--- config.mk ---
export PLATFORM = sky130hd
export DESIGN_NAME = pipe_stage_skid
export DESIGN_NICKNAME = d
export VERILOG_FILES = /design/src/rtl/pipe_stage_skid.sv
export SDC_FILE = /design/constraint.sdc
export NUM_CORES = 1
export LEC_CHECK = 0
export BUFFER_PORTS_ARGS = -buffer_cell sky130_fd_sc_hd__buf_2
export CORE_MARGIN = 1.5
export CORE_UTILIZATION = 35
export CTS_BUF_LIST = sky130_fd_sc_hd__clkbuf_2 sky130_fd_sc_hd__clkbuf_4 sky130_fd_sc_hd__clkbuf_8
export CTS_CLUSTER_SIZE = 40
export DETAILED_ROUTE_END_ITERATION = 8
export GPL_TIMING_DRIVEN = 0
export SYNTH_ARGS = -nofsm -noshare
export SYNTH_HDL_FRONTEND = slang
export SYNTH_SLANG_ARGS = --single-unit
--- constraint.sdc ---
create_clock -name clk -period 1.8 [get_ports clk]
set_input_delay 0.27 -clock clk [delete_from_list [all_inputs] [get_ports clk]]
set_output_delay 0.27 -clock clk [all_outputs]
set_load 0.005 [all_outputs]
--- src/rtl/pipe_stage_skid.sv ---
// Single pipeline stage with an optional second (skid) entry so that in_ready_o
// can be registered. Words leave strictly in acceptance order.
module pipe_stage_skid #(
  parameter int unsigned          DATA_W     = 32,
  parameter bit                   SKID_EN    = 1'b1,
  parameter logic [DATA_W-1:0]    RESET_DATA = '0
) (
  input  logic              clk,
  input  logic              rst,
  input  logic              stall_i,
  input  logic              flush_i,
  input  logic              in_valid_i,
  output logic              in_ready_o,
  input  logic [DATA_W-1:0] in_data_i,
  output logic              out_valid_o,
  input  logic              out_ready_i,
  output logic [DATA_W-1:0] out_data_o,
  output logic [1:0]        count_o
);

  typedef enum logic [1:0] {
    EMPTY = 2'd0,
    ONE   = 2'd1,
    FULL  = 2'd2
  } occ_e;

  occ_e              state_q, state_d;
  logic [DATA_W-1:0] main_data_q, main_data_d;
  logic [DATA_W-1:0] skid_data_q, skid_data_d;

  logic main_v;
  logic skid_v;
  logic in_fire;
  logic out_fire;

  assign main_v = (state_q != EMPTY);
  assign skid_v = (state_q == FULL);

  // With the skid entry, ready depends only on local state, never on out_ready_i.
  always_comb begin
    if (SKID_EN) begin
      in_ready_o = ~skid_v & ~stall_i;
    end else begin
      in_ready_o = (~main_v | out_ready_i) & ~stall_i;
    end
  end

  assign in_fire     = in_valid_i & in_ready_o;
  assign out_fire    = main_v & out_ready_i & ~stall_i;
  assign out_valid_o = main_v;
  assign out_data_o  = main_data_q;

  always_comb begin
    count_o = 2'd0;
    case (state_q)
      EMPTY:   count_o = 2'd0;
      ONE:     count_o = 2'd1;
      FULL:    count_o = 2'd2;
      default: count_o = 2'd0;
    endcase
  end

  // Payload registers only change on an actual transfer, keeping out_data_o stable under backpressure.
  always_comb begin
    state_d     = state_q;
    main_data_d = main_data_q;
    skid_data_d = skid_data_q;
    if (flush_i) begin
      state_d = EMPTY;
    end else begin
      case (state_q)
        EMPTY: begin
          if (in_fire) begin
            state_d     = ONE;
            main_data_d = in_data_i;
          end
        end
        ONE: begin
          if (in_fire && out_fire) begin
            main_data_d = in_data_i;
          end else if (in_fire) begin
            if (SKID_EN) begin
              state_d     = FULL;
              skid_data_d = in_data_i;
            end
          end else if (out_fire) begin
            state_d = EMPTY;
          end
        end
        FULL: begin
          if (out_fire) begin
            state_d     = ONE;
            main_data_d = skid_data_q;
          end
        end
        default: state_d = EMPTY;
      endcase
    end
  end

  always_ff @(posedge clk) begin
    if (rst) begin
      state_q     <= EMPTY;
      main_data_q <= RESET_DATA;
      skid_data_q <= RESET_DATA;
    end else begin
      state_q     <= state_d;
      main_data_q <= main_data_d;
      skid_data_q <= skid_data_d;
    end
  end

endmodule

==> reports/metrics.csv <==
metric,value,unit
run_status,finished clean,
area_growth,21.3,%
arrival,1940,ps
criticalPathCategory,flop to flop,
clk_latency,340,ps
drv_cap,0,
die_w,101,um
synth-seq-cells,66,
crit_path_start_kind,flop,
ant_nets,0,
final.setup_skew,11.6,ps
fin_cells,527,
grt_overflow,0,
hold_violations,0,
period_share,93.3,%
r2r_cells,4,
ys_seq_area_share,39.4,%
cts_buffers,9,
root_buffer,clkbuf_8,
initial_core_util,36.1,%
synth_area,0.00335,mm2
power_leakage,1.72,nW
cp_slowest_stage_delay,440,ps
num_rows,35,
crit_chain,nor3_2 -> clkbuf_1 -> a221oi_1 -> a211oi_2,
ir_worst_vdd,357,uV
layout-drive-gt1-share,35.2,%
cts.reportedPaths.clkPinSlew,70,ps
hpwl,5690,um
wl_met2,3910,um
top_level_ports,74,
wl_met1,3870,um
critPathRequiredTime,2060,ps
antenna_found_initial,0,
routabilityCongestion,0.772,
viasPerCell,5.08,
grt_max_degree,17,
yosys.area.top_type_share,39.4,%
avgSynthCellArea,10.8,um2
dr.pass1.iters,4,
grt_pass1_wl,13800,um
finalMaxSlewViolations,0,
fin_total_pwr,3.15,mW
synth_top_area_cell,dfxtp_1,
setup_viol,0,
routed-via-count,2676,
fin_crit,1680,ps
top_layer_used,met4,
htreeDepth,3,
avgRoutedWirePerCell,15.9,um
p_per_area,774,mW/mm2
clock-sinks,66,
port_buffers,72,
cts_tree,done,
fin_nets,431,
worstSetupEndpointType,flop,
slowest_stage,nor3_2,
synth.area.top_cells,"dfxtp_1 (39%), mux2i_1 (19%), nand2b_1 (12%), a211oi_2 (11%), a221oi_1 (8.4%)",
ys_types,23,
hold_class,input pin to flop,
drc,0,
drtIter0Drc,101,
clock.fmax,0.596,GHz
postCtsSetupBuffers,0,
worst_slew_pin_slew,734,ps
synth_warnings,0,
fin_util,43.8,%
dp.cells,512,
dr_wl_met3,524,um
n_antenna_cell,0,
coreArea,0.00928,mm2
die_height,101,um
cts_buffer_depth,2,
grt_pass1_vias,2609,
drt_wl_total,8390,um
syn-num-nets,349,
grt_usage,17.5,%
synth_cells,311,
rsz0062_at_grt,yes,
relSlewSlack,51.1,%
holdPathStages,2,
critPathMaxFanout,10,
dieArea,0.0102,mm2
[cells by family (layout without fill, tap and decap cells)]
family / count (synthesis) / in the layout / share of synthesized area (%)
AO/OA/AOI/OAI: 68 / 68 / 20.9
XOR/XNOR: 1 / 1 / 0.261
buffers and inverters: 36 / 123 / 5.74
flip-flops: 66 / 66 / 39.4
multiplexers: 65 / 65 / 19.4
AND/OR/NAND/NOR: 75 / 75 / 14.2
[worst paths after layout]
kind	end	start	slack (ps)
hold / removal	state_q[0]	flush_i	190
setup / recovery	out_data_o[4]	state_q[0]	120
setup reg to reg	out_data_o[4]	state_q[0]	120
hold reg to reg	skid_data_q[19]	skid_data_q[19]	470
[metal layers]
metal / GRT usage [%] / up-vias
met1: 23.5 / 1273
met5: 0 / -
met2: 27.3 / 83
met3: 5.76 / 4
li1: - / 1316
met4: 4.27 / 0
[critical path, delay by kind of cell (launching register included)]
kind | cells | cell delay [ps]
compound gates | 2 | 390
simple gates | 1 | 440
flops | 1 | 350
buf+inv | 1 | 420
[stage by stage]
step | setup TNS (ps) | area [um2] | setup WS [ps] | hold WS, ps
finish | 0 | 4070 | 121 | 187
global placement | 0 | 3880 | 27.7 | 457
CTS | 0 | 4060 | 35.8 | 168
global route | -3.12 | 4070 | -3.12 | 166
detailed placement | 0 | 3880 | 16.2 | 463
floorplan | 0 | 3350 | 362 | 348
[where the power goes]
| group | total [mW] | switching (mW) | internal (mW) |
|---|---|---|---|
| registers | 1.55 | 0.0324 | 1.51 |
| clock network | 1.16 | 0.576 | 0.588 |
| logic | 0.438 | 0.228 | 0.210 |
| total | 3.15 | 0.836 | 2.31 |
[cell type report]
cell class                 count  area, um2
buffer                        33        191
timing repair buffer          72        360
inverter                       2       7.51
multi-input combinational    209       1840
fill                         942       5220
sequential                    66       1320
clock inverter                 4       26.3
tap                          129        161
clock buffer                  12        159
[flip-flops by register name, summed over array words and instances, names as in the netlist]
signal and count:
out_data_o 32, skid_data_q 32, state_q 2
[cell usage after synthesis, drive strengths merged]
cell type	n
a2111oi	1
a211oi	33
a221oi	32
a22o	1
buf	17
clkbuf	17
dfxtp	66
inv	2
mux2	1
mux2i	64
nand2	1
nand2b	65
nand4bb	1
nor2	2
nor2b	2
nor3	2
nor4bb	1
o21ai	1
or2	1
xnor2	1
[layout by cell type, fill, tap and decap left out, types with 2 or more instances in the layout]
master,instances
buf_4,6
clkinv_2,2
nor2_1,2
clkbuf_4,2
mux2i_1,64
nor3_2,2
buf_6,3
inv_1,2
nor2b_1,2
clkbuf_1,16
clkbuf_8,11
a221oi_1,32
buf_2,77
a211oi_1,3
nand2b_1,65
a211oi_2,30
dfxtp_1,66
[what timing repair did]
item / CTS / global route
gates resized for setup: 0 / 5
setup endpoints to repair: 2 / 28
pin swaps: 0 / 0
hold buffers: 0 / 0
No activity file was read; power rests on OpenSTA's default activity.
